$ cat config.mk
export PLATFORM = sky130hd
export DESIGN_NAME = lamp_safety_monitor
export DESIGN_NICKNAME = d
export VERILOG_FILES = /design/src/rtl/light_pkg.sv /design/src/rtl/lamp_flash_gen.sv /design/src/rtl/lamp_safety_monitor.sv
export SDC_FILE = /design/constraint.sdc
export NUM_CORES = 1
export LEC_CHECK = 0
export ABC_AREA = 1
export CAP_MARGIN = 0
export CORE_MARGIN = 2
export CORE_UTILIZATION = 35
export DETAILED_ROUTE_END_ITERATION = 12
export DONT_BUFFER_PORTS = 1
export PLACE_DENSITY = 0.48
export SKIP_CTS_REPAIR_TIMING = 1
export SYNTH_ARGS = -nofsm -noshare
export SYNTH_HDL_FRONTEND = slang
export SYNTH_SLANG_ARGS = --single-unit
export TNS_END_PERCENT = 1
$ cat constraint.sdc
create_clock -name clk -period 3.9 [get_ports clk]
set_input_delay 0.975 -clock clk [delete_from_list [all_inputs] [get_ports clk]]
set_output_delay 0.975 -clock clk [all_outputs]
set_load 0.05 [all_outputs]
$ cat src/rtl/light_pkg.sv
// Light codes shared with the traffic-light controller, plus the fault codes
// and state encoding used by the lamp safety monitor.
package light_pkg;

   localparam logic [2:0] RED      = 3'b100;
   localparam logic [2:0] YELLOW   = 3'b010;
   localparam logic [2:0] GREEN    = 3'b001;
   localparam logic [2:0] LAMP_OFF = 3'b000;

   typedef enum logic [1:0] {
      FC_NONE = 2'b00,
      FC_ENC  = 2'b01,
      FC_CONF = 2'b10,
      FC_WDOG = 2'b11
   } fault_code_t;

   typedef enum logic [1:0] {
      RECOVER = 2'b00,
      PASS    = 2'b01,
      SUSPECT = 2'b10,
      FAULT   = 2'b11
   } mon_state_t;

   function automatic logic is_one_hot3(input logic [2:0] code);
      return (code == RED) || (code == YELLOW) || (code == GREEN);
   endfunction

endpackage

$ cat src/rtl/lamp_flash_gen.sv
// Half-period generator for the fail-safe red flash. Held at phase-on while
// disabled, so every fault episode starts with the lamps lit.
module lamp_flash_gen #(
   parameter int FLASH_HALF = 5_000_000
) (
   input  logic clk,
   input  logic rst,
   input  logic en,
   output logic phase,
   output logic toggle
);

   localparam int CW = (FLASH_HALF > 1) ? $clog2(FLASH_HALF) : 1;
   localparam logic [CW-1:0] LAST = CW'(FLASH_HALF - 1);

   logic [CW-1:0] cnt_reg;
   logic          phase_reg;

   // toggle marks the last cycle of a half period; the phase flips on the next edge
   assign toggle = en && (cnt_reg == LAST);
   assign phase  = phase_reg;

   always_ff @(posedge clk) begin
      if (rst || !en) begin
         cnt_reg   <= '0;
         phase_reg <= 1'b1;
      end else if (toggle) begin
         cnt_reg   <= '0;
         phase_reg <= ~phase_reg;
      end else begin
         cnt_reg   <= cnt_reg + CW'(1);
      end
   end

endmodule

$ cat src/rtl/lamp_safety_monitor.sv
// Lamp safety monitor: passes legal controller light codes to the signal heads
// with one register stage, blocks illegal ones, and latches faults into a red flash.
module lamp_safety_monitor
   import light_pkg::*;
#(
   parameter int ALL_RED_CYCLES = 10_000_000,
   parameter int CONFIRM_CYCLES = 16,
   parameter int FLASH_HALF     = 5_000_000,
   parameter int MAX_HOLD       = 60_000_000
) (
   input  logic       clk,
   input  logic       rst,
   input  logic [2:0] ns_in,
   input  logic [2:0] ew_in,
   input  logic       fault_clr,
   output logic [2:0] ns_lamp,
   output logic [2:0] ew_lamp,
   output logic       fault,
   output logic [1:0] fault_code,
   output logic       flash_active
);

   genvar gi;

   logic [2:0]  head_code [2];
   logic [1:0]  head_oh;
   logic [1:0]  head_red;
   logic        enc_err;
   logic        conf_err;
   logic        illegal;
   logic        in_changed;
   logic        wd_trip;
   logic        rec_done;
   logic        confirm_done;
   fault_code_t err_class;

   mon_state_t  state_reg, state_next;
   logic [31:0] rec_cnt_reg, rec_cnt_next;
   logic [31:0] suspect_cnt_reg, suspect_cnt_next;
   logic [31:0] hold_cnt_reg, hold_cnt_next;
   logic [5:0]  prev_in_reg;
   fault_code_t code_reg, code_next;
   logic        fault_reg;
   logic        flash_reg;

   logic        flash_en;
   logic        flash_phase;
   logic        flash_toggle;

   assign head_code[0] = ns_in;
   assign head_code[1] = ew_in;

   generate
      for (gi = 0; gi < 2; gi++) begin : g_check
         assign head_oh[gi]  = is_one_hot3(head_code[gi]);
         assign head_red[gi] = (head_code[gi] == RED);
      end
   endgenerate

   assign enc_err    = ~(&head_oh);
   assign conf_err   = (&head_oh) & ~(|head_red);
   assign illegal    = enc_err | conf_err;
   assign err_class  = conf_err ? FC_CONF : FC_ENC;
   assign in_changed = ({ns_in, ew_in} != prev_in_reg);

   assign wd_trip      = (hold_cnt_reg >= 32'(MAX_HOLD));
   assign rec_done     = (rec_cnt_reg + 32'd1 >= 32'(ALL_RED_CYCLES));
   // suspect_cnt is 0 in PASS, so this also covers a one-cycle confirm window
   assign confirm_done = (suspect_cnt_reg + 32'd1 >= 32'(CONFIRM_CYCLES));

   always_comb begin
      state_next       = state_reg;
      rec_cnt_next     = rec_cnt_reg;
      suspect_cnt_next = suspect_cnt_reg;
      code_next        = code_reg;
      case (state_reg)
         RECOVER: begin
            if (rec_done) begin
               state_next   = PASS;
               rec_cnt_next = '0;
            end else begin
               rec_cnt_next = rec_cnt_reg + 32'd1;
            end
         end
         PASS, SUSPECT: begin
            // confirmed input error outranks a simultaneous watchdog trip
            if (illegal && confirm_done) begin
               state_next       = FAULT;
               code_next        = err_class;
               suspect_cnt_next = '0;
            end else if (wd_trip) begin
               state_next       = FAULT;
               code_next        = FC_WDOG;
               suspect_cnt_next = '0;
            end else if (illegal) begin
               state_next       = SUSPECT;
               suspect_cnt_next = suspect_cnt_reg + 32'd1;
            end else begin
               state_next       = PASS;
               suspect_cnt_next = '0;
            end
         end
         FAULT: begin
            if (fault_clr && !illegal) begin
               state_next   = RECOVER;
               code_next    = FC_NONE;
               rec_cnt_next = '0;
            end
         end
         default: state_next = RECOVER;
      endcase
   end

   // Watchdog only runs while staying within PASS/SUSPECT; any entry restarts it.
   always_comb begin
      hold_cnt_next = '0;
      if ((state_reg == PASS || state_reg == SUSPECT) &&
          (state_next == PASS || state_next == SUSPECT) && !in_changed) begin
         hold_cnt_next = wd_trip ? hold_cnt_reg : hold_cnt_reg + 32'd1;
      end
   end

   always_ff @(posedge clk) begin
      if (rst) begin
         state_reg       <= RECOVER;
         rec_cnt_reg     <= '0;
         suspect_cnt_reg <= '0;
         hold_cnt_reg    <= '0;
         prev_in_reg     <= '0;
         code_reg        <= FC_NONE;
         fault_reg       <= 1'b0;
         flash_reg       <= 1'b0;
      end else begin
         state_reg       <= state_next;
         rec_cnt_reg     <= rec_cnt_next;
         suspect_cnt_reg <= suspect_cnt_next;
         hold_cnt_reg    <= hold_cnt_next;
         prev_in_reg     <= {ns_in, ew_in};
         code_reg        <= code_next;
         fault_reg       <= (state_next == FAULT);
         flash_reg       <= (state_next == FAULT);
      end
   end

   assign flash_en = (state_reg == FAULT);

   lamp_flash_gen #(
      .FLASH_HALF (FLASH_HALF)
   ) u_flash (
      .clk    (clk),
      .rst    (rst),
      .en     (flash_en),
      .phase  (flash_phase),
      .toggle (flash_toggle)
   );

   // One output register per signal head. Entering PASS from RECOVER keeps red
   // for one more cycle because the input was not checked during recovery.
   generate
      for (gi = 0; gi < 2; gi++) begin : g_head
         logic [2:0] lamp_reg;
         logic [2:0] lamp_next;

         always_comb begin
            lamp_next = RED;
            if (state_next == PASS && state_reg != RECOVER) begin
               lamp_next = head_code[gi];
            end else if (state_next == FAULT && state_reg == FAULT &&
                         !(flash_phase ^ flash_toggle)) begin
               lamp_next = LAMP_OFF;
            end
         end

         always_ff @(posedge clk) begin
            if (rst) begin
               lamp_reg <= RED;
            end else begin
               lamp_reg <= lamp_next;
            end
         end
      end
   endgenerate

   assign ns_lamp      = g_head[0].lamp_reg;
   assign ew_lamp      = g_head[1].lamp_reg;
   assign fault        = fault_reg;
   assign fault_code   = code_reg;
   assign flash_active = flash_reg;

endmodule
* Word-level counts from Yosys, hierarchy flattened
Index checks and enable logic that the tools add are counted.
** Word-level totals
- Register bits :: 137
- Bits of input ports :: 9
- Output and inout bits :: 10
- Word-level logic and storage cells :: 91
** Operators by class
- Add/subtract/negate cells :: 4
- $lt $le $gt $ge :: 3
- Equal/unequal tests :: 16
- Multiplexer cells :: 20
- Bitwise gates (word level) :: 7
- Reduce and logical (&&, ||, !) cells :: 30
** Operators by type and width (number)
- 32-bit two-way mux :: 5
- 32-bit by 1-bit adder with 32-bit output, second input constant :: 3
- 32-bit case mux with 2 select lines :: 1
- 32-bit by 24-bit >= comparator with 1-bit output, second input constant :: 1
- 32-bit by 26-bit >= comparator with 1-bit output, second input constant :: 1
- 32-bit by 5-bit >= comparator with 1-bit output, second input constant :: 1
- 23-bit by 1-bit adder with 23-bit output, second input constant :: 1
- 23-bit == test, second input constant :: 1
- 2-bit two-way mux :: 9
- 3-bit two-way mux :: 3
- 2-bit == test, second input constant :: 4
- 1-bit logical AND :: 8
- 2-bit OR reduction :: 4
- 1-bit logical OR :: 7
- 3-bit by 1-bit == test with 1-bit output, second input constant :: 2
- 3-bit by 2-bit == test with 1-bit output, second input constant :: 2
- 3-bit == test, second input constant :: 2
- 6-bit != test :: 1
- 2-bit case mux with 3 select lines :: 1
- 2-bit nonzero test :: 3
- 2-bit by 1-bit == test with 1-bit output, second input constant :: 2
- 1-bit logical NOT :: 4
- 1-bit NOT :: 4
- 2-bit case mux with 2 select lines :: 1
- other kinds (8) :: 9

* Depth between registers and ports, before layout
- Depth in word-level cells :: 16
- Gate-level depth with buffers :: 27
- Depth with buffers taken out :: 26

* Modules after synthesis
A second synthesis with hierarchy kept.
** Unflattened totals
- Cell total of the unflattened synthesis :: 1214
- Area, all modules :: 7782.5 um^2
** By module, submodules not included
- lamp_safety_monitor :: times used 1, cells each 1028, area each 6518.8 um^2, seq. area each 2262.2 um^2
- lamp_flash_gen :: times used 1, cells each 186, area each 1263.7 um^2, seq. area each 480.5 um^2

* Least setup slack after synthesis
No wires, ideal clock.
- Path kind :: reg-to-reg
- From :: register rec_cnt_reg[0]
- To :: register hold_cnt_reg[16]
- Library setup time :: 0.070 ns
- Data arrival time :: 3.092 ns
- Data required time :: 3.830 ns
- Setup slack :: 0.738 ns
- Cell stages (with the launch flop) :: 24
- Buffers on the path :: 2
- Period minus slack after synthesis :: 3.162 ns
- Cells stage by stage :: dfxtp_1 > ha_1 > nand3_2 > nor2_2 > nand2_2 > inv_2 > nand2_4 > nor2_8 > nand3_2 > nand2_1 > nand3_1 > nor2_1 > nand2_2 > nor2_2 > nand2_4 > nand4_1 > nand2_1 > ha_1 > nand4_1 > nor2_1 > clkbuf_1 > clkbuf_1 > o21ai_0 > a21oi_1
** On the way
- Word-level cells in the longest chain between the ends :: 10
- Elaborated cells between the ends (all ways) :: 11
- Those cells by class :: add/sub: 1; order compare: 1; eq/ne: 2; mux: 2; bitwise: 1; reduce/logical: 4
** RTL lines
- from (decl) :: RTL line lamp_safety_monitor.sv:38 : logic [31:0] rec_cnt_reg, rec_cnt_next;
- from (signal assigned) :: RTL line lamp_safety_monitor.sv:135 : rec_cnt_reg <= rec_cnt_next;
- 32-bit by 1-bit adder with 32-bit output * :: RTL line lamp_safety_monitor.sv:67 : assign rec_done = (rec_cnt_reg + 32'd1 >= 32'(ALL_RED_CYCLES));
- 32-bit by 24-bit >= comparator with 1-bit output * :: RTL line lamp_safety_monitor.sv:67
- 2-bit two-way mux * :: RTL line lamp_safety_monitor.sv:78 : if (rec_done) begin
- 2-bit case mux with 3 select lines * :: RTL line lamp_safety_monitor.sv:76 : case (state_reg)
- 2-bit by 1-bit == test with 1-bit output or 2-bit == test (tied branches) :: RTL line lamp_safety_monitor.sv:118 : (state_next == PASS || state_next == SUSPECT) && !in_changed) begin
- 1-bit logical OR * :: RTL line lamp_safety_monitor.sv:118
- 1-bit logical AND * :: RTL line lamp_safety_monitor.sv:117 : if ((state_reg == PASS || state_reg == SUSPECT) &&
- 1-bit logical AND * :: RTL line lamp_safety_monitor.sv:118
- 1-bit NOT (no line) *
- 2-bit OR reduction (no line) *
- to (signal assigned) :: RTL line lamp_safety_monitor.sv:137 : hold_cnt_reg <= hold_cnt_next;
- to (decl) :: RTL line lamp_safety_monitor.sv:40 : logic [31:0] hold_cnt_reg, hold_cnt_next;
Mark *: on every way between the ends. The rest lies on a longest branch, timed or not.
A chain may end at the register's enable or synchronous reset.

* Worst setup path in the final report
- From :: register suspect_cnt_reg[0]
- To :: register hold_cnt_reg[11]
** On the way
- Word-level cells in the longest chain between the ends :: 11
- Elaborated cells between the ends (all ways) :: 12
- Those cells by class :: add/sub: 1; order compare: 1; eq/ne: 2; mux: 2; bitwise: 1; reduce/logical: 5
** RTL lines
- from (decl) :: RTL line lamp_safety_monitor.sv:39 : logic [31:0] suspect_cnt_reg, suspect_cnt_next;
- from (signal assigned) :: RTL line lamp_safety_monitor.sv:136 : suspect_cnt_reg <= suspect_cnt_next;
- 32-bit by 1-bit adder with 32-bit output * :: RTL line lamp_safety_monitor.sv:69 : assign confirm_done = (suspect_cnt_reg + 32'd1 >= 32'(CONFIRM_CYCLES));
- 32-bit by 5-bit >= comparator with 1-bit output * :: RTL line lamp_safety_monitor.sv:69
- 1-bit logical AND * :: RTL line lamp_safety_monitor.sv:87 : if (illegal && confirm_done) begin
- 2-bit two-way mux * :: RTL line lamp_safety_monitor.sv:87
- 2-bit case mux with 3 select lines * :: RTL line lamp_safety_monitor.sv:76
- via state_next[0] :: RTL line lamp_safety_monitor.sv:37 : mon_state_t state_reg, state_next;
- 2-bit by 1-bit == test with 1-bit output or 2-bit == test (tied branches) :: RTL line lamp_safety_monitor.sv:118
- 1-bit logical OR * :: RTL line lamp_safety_monitor.sv:118
- 1-bit logical AND * :: RTL line lamp_safety_monitor.sv:117
- 1-bit logical AND * :: RTL line lamp_safety_monitor.sv:118
- 1-bit NOT (no line) *
- 2-bit OR reduction (no line) *
The timed path passes the listed nets; every way through them passes the cells marked *.

==> run summary <==
Syn avg cell area: 6.60 µm²
Final Cycle Share: 88.4%
# IOs: 19
Row count: 53
Critical Path RT: 4.28 ns
Syn. warnings: 0
Largest net degree at the start of global routing: 79
Tot Pwr: 3160 µW
Clock Skew: 0.0118 ns
Die Span Y: 151 µm
CTS tree: done
Cell mode on critical path: nand2_1
Worst path bufs/invs: 1
HPWL after DPL: 14200 µm
Nets: 1166
CTS max path bufs: 2
Max Cap Violations: 0
Cells after synthesis: 1149
Synthesis-stage register bit count: 137
Setup-failing EPs final: 0
Final Wtd Congestion: 0.849
Setup repair after global routing missed its margin: no
Vias in the first global route: 6513
DRT antenna net count: 0
DIE AREA: 0.0228 mm²
Register area share after synthesis: 36.2%
Slew Viols, Final: 0
Slowest-stage cell, CP: dfxtp_1
CTS buffer count: 17
Critical-path cell list: ha_1 > nand2_1 > nor2_4 > nand2_2 > nor2_4 > nand4_1 > nand2_1 > nand2_1 > nor2_1 > nand2_1 > nor2_2 > nand4_1 > nand2_1 > nand2_1 > nand2_1 > nand2_1 > ha_1 > nand4_1 > nor2_1 > inv_1 > a21oi_1 > o21a_1
Global route overflow: 0
Worst R2R Setup Slack: 0.45 ns
DR vias: 6865
Cell family contributing the most delay on the critical path: simple AND/OR/NAND/NOR gates
Pre-antenna DRT Iters: 5
Port Buffers: 0
Initial antenna violation count: 0
Hold Vio Cnt, Final: 0
Pwr per Cell Area: 373 mW/mm²
CP Launch Type: flip-flop
1st-iter DRT viols: 393
Syn Std Cell Area: 0.00758 mm²
Worst-Margin Slew: 0.927 ns
Share of cells above drive strength 1: 7.14%
TNS Setup: 0 ns
DRC violations left: 0
Crit path largest cell delay: 0.43 ns
CP Class: flip-flop to flip-flop
Initial Util: 35.8%
Leakage: 0.00315 µW
Core area: 0.0212 mm²
Die width: 151 µm
First-pass GRT wire length: 32500 µm
Syn-to-layout area delta: 11.8%
Htree depth: 4
CP max FO: 13
Min Tclk post-route: 3.45 ns
Detailed Route WL: 19200 µm
Outcome: complete, no violations
Clk sinks: 137
Worst Setup End Kind: flip-flop
Avg WL per Cell: 13.4 µm
Netlist cell types: 43
Worst VDD drop: 233 µV
Clock root cell: clkbuf_16
Clk pin slew, worst setup/hold paths: 0.06 ns
Detailed-route vias per instance: 4.78
Slew HR: 38.1%
Gr usage total: 18.0%
Clock Latency Late Sink: 0.43 ns
Highest clock rate: 290 MHz
Antenna Cells: 0
Post-Syn Nets: 1166
CP arrival: 3.82 ns
Worst hold path class: flip-flop to flip-flop
==> cell families after synthesis <==
kind of cell | synth area share [%]
simple gates | 39.7
buf+inv | 9.41
compound gates | 8.35
flops | 36.2
fa+ha+maj | 1.32
xor+xnor | 5.07
==> worst paths after layout <==
kind                                                 startpoint                       endpoint  depth (start not counted)
worst min register to register    hold_cnt_reg[26]$_SDFFE_PP0N_  hold_cnt_reg[26]$_SDFFE_PP0N_                          2
worst max register to register  suspect_cnt_reg[0]$_SDFFE_PP0N_  hold_cnt_reg[11]$_SDFFE_PP0N_                         22
worst min-delay path              hold_cnt_reg[26]$_SDFFE_PP0N_  hold_cnt_reg[26]$_SDFFE_PP0N_                          2
worst max-delay path            suspect_cnt_reg[0]$_SDFFE_PP0N_  hold_cnt_reg[11]$_SDFFE_PP0N_                         22
==> area by class of cell <==
cell class | instances | area [µm²]
timing repair buffer | 8 | 60.1
clock buffer | 21 | 470
tap | 275 | 344
multi-input combinational | 832 | 4120
clock inverter | 11 | 159
sequential | 137 | 2740
inverter | 153 | 574
fill | 2267 | 12700
==> metal layers <==
| layer | track usage [%] | vias up | share of wire (%) |
|---|---|---|---|
| met5 | 0 | - | 0 |
| met4 | 4.77 | 0 | 1.3 |
| met3 | 4.49 | 19 | 3.4 |
| met2 | 27.1 | 88 | 42 |
| met1 | 25.6 | 3047 | 53 |
| li1 | - | 3711 | - |
==> stage by stage <==
stage                     cells  setup slack, ns  hold slack [ns]  util [%]  cell area, µm²
after floorplan            1149            0.738            0.408         -            7580
after global placement     1405            0.525            0.414      37.1            7840
after detailed placement   1405            0.458            0.421      37.1            7840
after CTS                  1437            0.445            0.430      40.1            8470
after global routing       1437           0.0805            0.450      40.1            8470
final                      1437            0.453            0.431      40.1            8470
==> layout by cell type (no fill, tap or decap), types with 3 or more instances in the layout <==
cell	instances
a221oi_1	3
nor2_2	7
ha_1	8
o21a_1	4
nand2_2	7
bufinv_16	3
a21oi_1	69
xnor2_1	6
nand2_4	3
nor3_1	57
nand2_1	291
nand3_1	64
xor2_1	36
nand4_1	45
clkinv_4	4
nor4_1	8
nand3b_1	3
nand3_2	6
clkbuf_16	17
nor2_1	154
dfxtp_1	137
nor3b_1	3
o21ai_0	32
inv_2	4
inv_6	3
clkbuf_8	3
nor3_2	4
inv_1	148
buf_4	8
nor2_4	5
==> Yosys cell counts (all sizes together) <==
master | count | area [µm²]
o21a | 4 | 30.0
o21bai | 1 | 7.51
dfxtp | 137 | 2740
a41oi | 1 | 8.76
nand3 | 70 | 380
o31ai | 1 | 7.51
a221oi | 3 | 26.3
nor3b | 3 | 22.5
nand3b | 3 | 22.5
nor2 | 168 | 718
or2 | 2 | 12.5
xor2 | 37 | 332
a211oi | 1 | 7.51
clkinv | 1 | 3.75
xnor2 | 6 | 52.6
a21oi | 70 | 354
nor4 | 8 | 50.1
nand2 | 301 | 1170
ha | 8 | 100
buf | 12 | 82.6
o22ai | 2 | 12.5
and2 | 1 | 6.26
inv | 152 | 571
clkbuf | 15 | 56.3
nor3 | 62 | 342
o21ai | 35 | 179
nand4 | 45 | 282
==> power breakdown <==
part	total [µW]	switching, µW	internal (µW)	leakage [µW]
Combinational	25.9	15.1	10.8	0.00174
Sequential	1410	4.99	1410	0.00111
Clock	1720	655	1070	0.000305
==> worst min-delay path, stage by stage, from the launching register on <==
cell and delay [ns]:
dfxtp_1 0.31, inv_1 0.05, nor2_1 0.03
Note: power is estimated with default switching activity, not from simulation.
